--- src/rtl/count_lamp_s_if.sv ---
// Operator-request / lamp-output bundle for one count_lamp_s channel.
// MAX must match the parameter of the count_lamp_s instance it connects to.
interface count_lamp_s_if #(
  parameter int MAX = 3
) ();
  localparam int CW = $clog2(MAX);

  logic          iINC;
  logic          iFOUL;
  logic          iDEC;
  logic          iCLR;
  logic [CW-1:0] oCOUNT;
  logic [MAX-2:0] oLAMP;
  logic          oEVENT;

  modport master (
    output iINC, iFOUL, iDEC, iCLR,
    input  oCOUNT, oLAMP, oEVENT
  );

  modport slave (
    input  iINC, iFOUL, iDEC, iCLR,
    output oCOUNT, oLAMP, oEVENT
  );
endinterface

--- src/rtl/count_lamp_s.sv ---
// Single-channel scoreboard count tracker: edge-detected inc/foul/dec requests,
// synchronous clear, thermometer lamps and a one-cycle completion event.
module count_lamp_s #(
  parameter int MAX  = 3,
  parameter bit WRAP = 1'b1,
  parameter int CW   = $clog2(MAX)
) (
  input logic           iCLK,
  input logic           iRSTn,
  count_lamp_s_if.slave bus
);

  localparam logic [CW-1:0] C_TOP      = CW'(MAX - 1);
  localparam logic [CW-1:0] C_FOUL_LIM = CW'(MAX - 2);

  logic           r_prev_inc;
  logic           r_prev_foul;
  logic           r_prev_dec;
  logic [CW-1:0]  r_count;
  logic [MAX-2:0] r_lamp;
  logic           r_event;

  logic           w_rise_inc;
  logic           w_rise_foul;
  logic           w_rise_dec;
  logic [CW-1:0]  w_next_count;
  logic [MAX-2:0] w_next_lamp;
  logic           w_next_event;

  assign w_rise_inc  = bus.iINC  & ~r_prev_inc;
  assign w_rise_foul = bus.iFOUL & ~r_prev_foul;
  assign w_rise_dec  = bus.iDEC  & ~r_prev_dec;

  // Strict priority: only the highest-priority request acts; lower rises are dropped.
  always_comb begin
    // NOTE: defaults first so every path assigns every output -- no latch.
    w_next_count = r_count;
    w_next_event = 1'b0;
    if (bus.iCLR) begin
      w_next_count = '0;
    end else if (w_rise_dec) begin
      if (r_count != '0) w_next_count = r_count - 1'b1;
    end else if (w_rise_inc) begin
      if (r_count < C_TOP) begin
        w_next_count = r_count + 1'b1;
      end else begin
        w_next_event = 1'b1;
        w_next_count = WRAP ? '0 : C_TOP;
      end
    end else if (w_rise_foul) begin
      if (r_count < C_FOUL_LIM) w_next_count = r_count + 1'b1;
    end
  end

  // Lamps decode the next count so they switch on the same edge as oCOUNT.
  always_comb begin
    w_next_lamp = '0;
    for (int i = 0; i < MAX - 1; i++) begin
      w_next_lamp[i] = (w_next_count > CW'(i));
    end
  end

  // NOTE: sequential state uses non-blocking assignments so all registers
  // sample their inputs from the same pre-edge values.
  always_ff @(posedge iCLK or negedge iRSTn) begin
    if (!iRSTn) begin
      r_prev_inc  <= 1'b0;
      r_prev_foul <= 1'b0;
      r_prev_dec  <= 1'b0;
      r_count     <= '0;
      r_lamp      <= '0;
      r_event     <= 1'b0;
    end else begin
      // Edge history tracks the raw inputs every clock, even during clear.
      r_prev_inc  <= bus.iINC;
      r_prev_foul <= bus.iFOUL;
      r_prev_dec  <= bus.iDEC;
      r_count     <= w_next_count;
      r_lamp      <= w_next_lamp;
      r_event     <= w_next_event;
    end
  end

  assign bus.oCOUNT = r_count;
  assign bus.oLAMP  = r_lamp;
  assign bus.oEVENT = r_event;

endmodule

--- src/flat_wrapper.sv ---
// flat-port wrapper written by rule: the top's interface ports become plain ports
module count_lamp_s_flat 
#(
  parameter int MAX  = 3,
  parameter bit WRAP = 1'b1,
  parameter int CW   = $clog2(MAX)
)
  (iCLK, iRSTn, bus_iINC, bus_iFOUL, bus_iDEC, bus_iCLR, bus_oCOUNT, bus_oLAMP, bus_oEVENT);
  count_lamp_s_if #(.MAX(MAX)) bus_i ();
  input logic iCLK;
  input logic iRSTn;
  input wire logic [$bits(bus_i.iINC)-1:0] bus_iINC;
  input wire logic [$bits(bus_i.iFOUL)-1:0] bus_iFOUL;
  input wire logic [$bits(bus_i.iDEC)-1:0] bus_iDEC;
  input wire logic [$bits(bus_i.iCLR)-1:0] bus_iCLR;
  output wire logic [$bits(bus_i.oCOUNT)-1:0] bus_oCOUNT;
  output wire logic [$bits(bus_i.oLAMP)-1:0] bus_oLAMP;
  output wire logic [$bits(bus_i.oEVENT)-1:0] bus_oEVENT;
  assign bus_i.iINC = bus_iINC;
  assign bus_i.iFOUL = bus_iFOUL;
  assign bus_i.iDEC = bus_iDEC;
  assign bus_i.iCLR = bus_iCLR;
  assign bus_oCOUNT = bus_i.oCOUNT;
  assign bus_oLAMP = bus_i.oLAMP;
  assign bus_oEVENT = bus_i.oEVENT;
  count_lamp_s #(.MAX(MAX), .WRAP(WRAP), .CW(CW)) u_core (.iCLK(iCLK), .iRSTn(iRSTn), .bus(bus_i));
endmodule
--- config.mk ---
export PLATFORM = sky130hd
export DESIGN_NAME = count_lamp_s_flat
export DESIGN_NICKNAME = d
export VERILOG_FILES = /design/src/rtl/count_lamp_s_if.sv /design/src/rtl/count_lamp_s.sv /design/src/flat_wrapper.sv
export SDC_FILE = /design/constraint.sdc
export NUM_CORES = 1
export LEC_CHECK = 0
export CORE_AREA = 4 4 41 43
export DETAILED_ROUTE_END_ITERATION = 7
export DIE_AREA = 0 0 45 47
export DONT_BUFFER_PORTS = 1
export GPL_TIMING_DRIVEN = 0
export PLACE_DENSITY_LB_ADDON = 0.3
export SKIP_LAST_GASP = 1
export SYNTH_ARGS = -nofsm -noshare
export SYNTH_HDL_FRONTEND = slang
export SYNTH_SLANG_ARGS = --single-unit
--- constraint.sdc ---
create_clock -name iCLK -period 3.1 [get_ports iCLK]
set_clock_uncertainty 0.1 [all_clocks]
set_input_delay 0.93 -clock iCLK [delete_from_list [all_inputs] [get_ports iCLK]]
set_output_delay 0.93 -clock iCLK [all_outputs]
set_load 0.02 [all_outputs]
==> summary.txt, run 1 <==
Run status -> finished, final reports clean
Largest net degree at the start of global routing -> 8
Clock Sinks -> 7
Minimum clock period -> 2.10 ns
Via count -> 256
DP Area -> 409 µm²
Worst slew margin -> 72.8%
Syn_nets -> 45
Final setup viols -> 0
CP arrival -> 1.07 ns
Kind of critical path -> flop to output pin
Sequential element share of the synthesized area -> 44.9%
Slowest library cell on the worst path -> dfrtp_1
Gpl congestion -> 0.733
Tcrit/Tclk final -> 67.7%
Die ar. -> 2120 µm²
DR WL/cell -> 13.7 µm
Fin nets -> 50
Util after Layout -> 33.5%
Critical Path End Type -> output pin
# DRC -> 0
Syn_area_per_cell -> 11.5 µm²
Chip height -> 47 µm
Syn Inst Count -> 34
Largest fanout on the critical path -> 7
Vias in the first global route -> 272
Gr usage total -> 9.15%
Yosys warning total -> 0
Num CTS Buffers -> 3
Post-route cell area -> 435 µm²
DP HPWL -> 600 µm
Post-route ant nets -> 0
Synth unique cells -> 17
Num rows -> 13
Area of the mapped netlist -> 390 µm²
Routed WL -> 727 µm
Post_cts resized -> 0
CP Cell Sequence -> buf_4
Share of layout cells above drive strength 1 -> 15.8%
Largest family of logic cells by synthesized area -> simple AND/OR/NAND/NOR gates
MaxCap Viol Count -> 0
Slew @ Worst Pin -> 0.408 ns
WP buf/inv -> 1
RSZ-0062 raised after global routing -> no
Post-synthesis register bit count -> 7
Die X-Extent -> 45 µm
First DRT Iteration DRCs -> 16
Post-Synth Simple-Gate Area -> 22.4%
Setup TNS Final -> 0 ns
Fmax -> 477 MHz
Static leakage -> 0.200 nW
Area Growth Syn to Fin -> 11.5%
Reg2reg setup slack -> 1.13 ns
Synth Area in Compound Gates -> 11.9%
Hold Crit Class -> input port to async pin
Final Hold Vio Count -> 0
Post-CTS Setup Bufs -> 0
Initial antenna violation count -> 0
H-tree levels -> 1
Top cell type's share of synthesized area -> 44.9%
I/O Buffers -> 0
P per Cell Area -> 501 nW/µm²
VDD IR max -> 0.000227 V
Insertion delay to the later sink of the worst-skew pair -> 0.26 ns
CTS clk-pin slew, worst paths -> 0.05 ns
Startpoint types -> flop
Io pins -> 11
First-pass GRT wire length -> 1300 µm
Post-synthesis mux area share -> 0%
Via density -> 4.83
# fillers -> 140
Ant. Diodes -> 0
XOR/XNOR Fraction of Synth Area -> 0%
Dominant cells by area after synthesis -> dfrtp_1 45%, ha_1 16%, nand2b_1 8.0%, a211oi_2 3.2%, inv_1 2.9%
Root Buffer -> clkbuf_4
First-pass detailed-route iteration total -> 4
Final slew viol count -> 0
Crit path max-delay family -> flip-flops
Worst path required time -> 2.07 ns
Synth area leader -> dfrtp_1
Slowest stage delay, CP -> 0.59 ns
Total grt overflow -> 0
Adder-Cell Fraction of Synth Area -> 16.0%
Starting Density -> 30.0%
Clock Tree Buf Depth -> 2
Post-CTS Hold Buffers -> 0
Core Region -> 1300 µm²
TritonCTS clock tree -> done
-- synthesized netlist by cell type --
| cell | count |
|---|---|
| or3b_1 | 1 |
| dfrtp_1 | 7 |
| ha_1 | 5 |
| buf_4 | 1 |
| nor2_4 | 1 |
| o32a_1 | 1 |
| o311ai_1 | 1 |
| nand3b_1 | 1 |
| inv_1 | 3 |
| a211oi_1 | 1 |
| a211oi_2 | 1 |
| nor2b_1 | 1 |
| nor3_1 | 1 |
| and4b_1 | 1 |
| nor2_1 | 2 |
| o31ai_1 | 1 |
| nand2b_1 | 5 |
-- through the flow --
stage	hold slack (ns)	instances	setup WS, ns	power [mW]
finish	0.262	53	1.00	0.218
global route	0.240	53	0.955	0.234
CTS	0.253	53	0.981	0.223
detailed placement	0.535	49	1.13	0.135
global placement	0.527	49	1.16	0.134
floorplan	0.494	34	1.33	0.129
-- path summary, 6_finish.rpt --
check                                    start                   to  cells past startpoint
setup / recovery           u_core.bus.oLAMP[1]         bus_oLAMP[1]                      1
hold / removal                           iRSTn    u_core.r_prev_dec                      0
setup reg to reg           u_core.bus.oLAMP[1]  u_core.bus.oLAMP[0]                      6
hold reg to reg              u_core.r_prev_inc    u_core.bus.oEVENT                      2
max in group asynchronous                iRSTn    u_core.bus.oEVENT                      0
min in group iCLK            u_core.r_prev_inc    u_core.bus.oEVENT                      2
-- power breakdown --
part / internal (mW) / total (mW) / switching (mW) / leakage, nW
sequential: 0.0972 / 0.108 / 0.0103 / 0.0884
clock: 0.0493 / 0.0851 / 0.0358 / 0.0150
combinational: 0.0116 / 0.0257 / 0.0141 / 0.0966
total: 0.158 / 0.218 / 0.0602 / 0.200
-- placed cells by master, fill, tap and decap left out --
| cell | n |
|---|---|
| a211oi_1 | 1 |
| a211oi_2 | 1 |
| and4b_1 | 1 |
| buf_4 | 1 |
| clkbuf_1 | 1 |
| clkbuf_4 | 3 |
| dfrtp_1 | 7 |
| ha_1 | 5 |
| inv_1 | 3 |
| nand2b_1 | 5 |
| nand3b_1 | 1 |
| nor2_1 | 2 |
| nor2_4 | 1 |
| nor2b_1 | 1 |
| nor3_1 | 1 |
| o311ai_1 | 1 |
| o31ai_1 | 1 |
| o32a_1 | 1 |
| or3b_1 | 1 |
-- flip-flops by register name, indices dropped and copies added (netlist names) --
name and cells:
u_core.bus.oCOUNT 1, u_core.r_prev_dec 1, u_core.bus.oLAMP 2, u_core.bus.oEVENT 1
u_core.r_prev_foul 1, u_core.r_prev_inc 1
-- routing by layer --
layer  global-route usage (%)  part of all wire, %  wire (µm)  vias to the layer above
met5                        0                    0          0                        -
met4                     5.26                  1.5         11                        0
met3                     6.90                   11         82                        2
met2                     12.7                   45        326                        9
met1                     9.98                   42        307                      120
li1                         -                    -          -                      125
-- layout make-up --
type / count / area (µm²) / area share, %
clock buffer: 4 / 26.3 / 6.03
multi-input combinational: 23 / 196 / 45.1
sequential: 7 / 175 / 40.2
inverter: 3 / 11.3 / 2.59
tap: 15 / 18.8 / 4.31
buffer: 1 / 7.51 / 1.72
-- cells by family after synthesis --
group           after synthesis
simple gates                 13
flops                         7
compound gates                5
fa+ha+maj                     5
buf+inv                       4
Power figures use the tool's default switching activity.
==> run 2, diff against run 1 <==
- clock period: 3.1 -> 1.73 ns (I/O delays scaled with it)
==> run 2 against run 1 <==
The flow now finishes with violations (negative setup slack). Worst setup slack got worse by 1.0 ns. Final area rose by 11%. Combinational power rose to 2.5 times the previous value. Non-clock buffer count rose by 3. Sequential power rose by 81%. Highest routed layer unchanged. Count of clock-buffer cells in the layout did not move. Global-route usage rose by 0.63 points. Largest power group unchanged. Power rose by 88%. Critical path depth rose by 5. Critical endpoint is now u_core.bus.oLAMP[0].
==> summary.txt, run 2 (synthesis gave the netlist of run 1 again) <==
Initial antenna violation count -> 0 (unchanged)
# fillers -> 142 (+1.4%)
Critical Path End Type -> flop
Fin nets -> 53 (+6.0%)
Largest fanout on the critical path -> 7 (unchanged)
P per Cell Area -> 848 nW/µm² (+69%)
Kind of critical path -> flop to flop
Wire length on met3 -> 77 µm (-6.1%)
Met2 wire length -> 439 µm (+35%)
First-pass detailed-route iteration total -> 1 (-3)
CP Cell Sequence -> inv_2, ha_4, and4b_1, a211oi_2, o32a_1, o311ai_2
Core Region -> 1300 µm² (unchanged)
Most frequent cells in the layout -> 5 x nand2b_1, 5 x dfrtp_1, 4 x ha_1, 3 x buf_4, 3 x clkbuf_4
Util after Layout -> 37.1% (+3.7 points)
Minimum clock period -> 1.73 ns
MaxCap Viol Count -> 0 (unchanged)
I/O Buffers -> 0 (unchanged)
# DRC -> 0 (unchanged)
Worst path required time -> 1.76 ns (-0.31 ns)
Max reg flops -> 2 (unchanged)
Clock Sinks -> 7 (unchanged)
Total area of sequential cells -> 178 µm² (+1.4%)
First DRT Iteration DRCs -> 0 (-16)
Net Sw Power -> 114 µW (+90%)
Gate power share -> 15.9% (+4.1 points)
Post-route ant nets -> 0 (unchanged)
M1 WL -> 276 µm (-10%)
Fmax -> 577 MHz
DR WL/cell -> 14.6 µm (+6.5%)
WP buf/inv -> 1 (unchanged)
Final slew viol count -> 0 (unchanged)
VDD IR max -> 0.000357 V (+57%)
Num rows -> 13 (unchanged)
Largest net degree at the start of global routing -> 8 (unchanged)
Root Buffer -> clkbuf_4
Hold Crit Class -> input port to flop
Gr usage total -> 9.78% (+0.63 points)
Final Hold Vio Count -> 0 (unchanged)
Die X-Extent -> 45 µm (unchanged)
Num CTS Buffers -> 3 (unchanged)
Routed WL -> 818 µm (+13%)
Total grt overflow -> 0 (unchanged)
Final setup viols -> 1 (+1)
Setup TNS Final -> -0.00312 ns (-0.00312 ns)
Sequential share of power -> 47.5% (-1.7 points)
TritonCTS clock tree -> done
Share of layout cells above drive strength 1 -> 34.1% (+18 points)
Run status -> finished, violations left
First-pass GRT wire length -> 1380 µm (+5.8%)
Pint -> 295 µW (+87%)
Vias in the first global route -> 310 (+14%)
Chip height -> 47 µm (unchanged)
Insertion delay to the later sink of the worst-skew pair -> 0.25 ns (about the same)
RSZ-0062 raised after global routing -> yes
Slew @ Worst Pin -> 0.330 ns (-0.0772 ns)
Clock Tree Buf Depth -> 2 (unchanged)
CP arrival -> 1.76 ns (+0.69 ns)
Failing checks -> negative setup slack
Gpl congestion -> 0.789 (+7.7%)
Tcrit/Tclk final -> 100%
Switching Fraction -> 27.9% (+0.34 points)
Die ar. -> 2120 µm² (unchanged)
Ant. Diodes -> 0 (unchanged)
Total power -> 410 µW (+88%)
Area Growth Syn to Fin -> 23.7%
Clk network pwr share -> 36.6% (-2.4 points)
Startpoint types -> flop
CTS clk-pin slew, worst paths -> 0.05 ns (about the same)
Multi-input gate area -> 216 µm² (+10%)
Via density -> 4.84 (+0.19%)
Via count -> 271 (+5.9%)
Final hold slack -> 0.190 ns (-0.0724 ns)
Starting Density -> 30.0% (unchanged)
Slowest library cell on the worst path -> dfrtp_2
Slowest stage delay, CP -> 0.50 ns (-0.09 ns)
Top Layer Used -> met4
DP HPWL -> 621 µm (+3.4%)
Static leakage -> 0.213 nW (+6.5%)
Worst slew margin -> 77.8% (+5.0 points)
H-tree levels -> 1 (unchanged)
Io pins -> 11 (unchanged)
Final worst setup slack -> -0.00312 ns (-1.01 ns)
Crit path max-delay family -> compound AO/OA/AOI/OAI gates
==> run 2: cell count changes in the layout (fill, tap and decap cells not counted), moves of 2 or more <==
cell,change
dfrtp_1,-2
dfrtp_2,+2
inv_1,-2
buf_4,+2
inv_2,+2
==> run 2: per-stage QoR <==
stage / cells / area, µm² / setup WS (ns)
floorplan: 34 / 393 / 0.0622
detailed placement: 49 / 412 / -0.0894
finish: 56 / 483 / -0.00312
global route: 56 / 483 / -0.101
global placement: 49 / 412 / -0.0594
CTS: 56 / 463 / 0.00423
==> run 2: worst paths after layout <==
check                                    startpoint  cells after the start             endpoint  slack (ns)
worst max-delay path            u_core.bus.oLAMP[1]                      6  u_core.bus.oLAMP[0]      -0.003
worst min-delay path                      bus_iFOUL                      0   u_core.r_prev_foul        0.19
worst max register to register  u_core.bus.oLAMP[1]                      6  u_core.bus.oLAMP[0]      -0.003
worst min register to register    u_core.r_prev_inc                      2    u_core.bus.oEVENT        0.53
max in group asynchronous                     iRSTn                      1  u_core.bus.oLAMP[1]        0.77
min in group asynchronous                     iRSTn                      1    u_core.bus.oEVENT        0.49
==> run 2: final cells by class <==
cell class,count,share of cell area (%)
multi-input combinational,23,44.8
tap,15,3.89
clock buffer,4,5.44
sequential,7,36.8
buffer,1,1.55
inverter,3,2.33
timing repair buffer,3,5.18
==> run 2: worst reg2reg max path, stage by stage (launching register included) <==
cell and delay [ns]:
dfrtp_2 0.50, inv_2 0.12, ha_4 0.20, and4b_1 0.18, a211oi_2 0.22, o32a_1 0.20
o311ai_2 0.10
==> run 2: per-layer routing <==
metal,up-vias,GRT usage (%)
li1,130,-
met1,129,8.56
met2,8,16.1
met3,4,6.51
met4,0,7.02
met5,-,0
==> run 2: power by group through the flow <==
stage	clock [mW]	sequential, mW	combinational, mW
finish	0.150	0.195	0.0651
global route	0.167	0.196	0.0738
global placement	0	0.196	0.0438
CTS	0.156	0.195	0.0558
detailed placement	0	0.197	0.0452
floorplan	0	0.193	0.0383
==> run 2: timing repair <==
item	4_1_cts	5_1_grt
pin swaps	2	3
endpoints found under the setup margin	2	2
hold endpoints to repair	7	0
buffers inserted	2	0
hold buffers	1	0
gates resized for setup	2	2
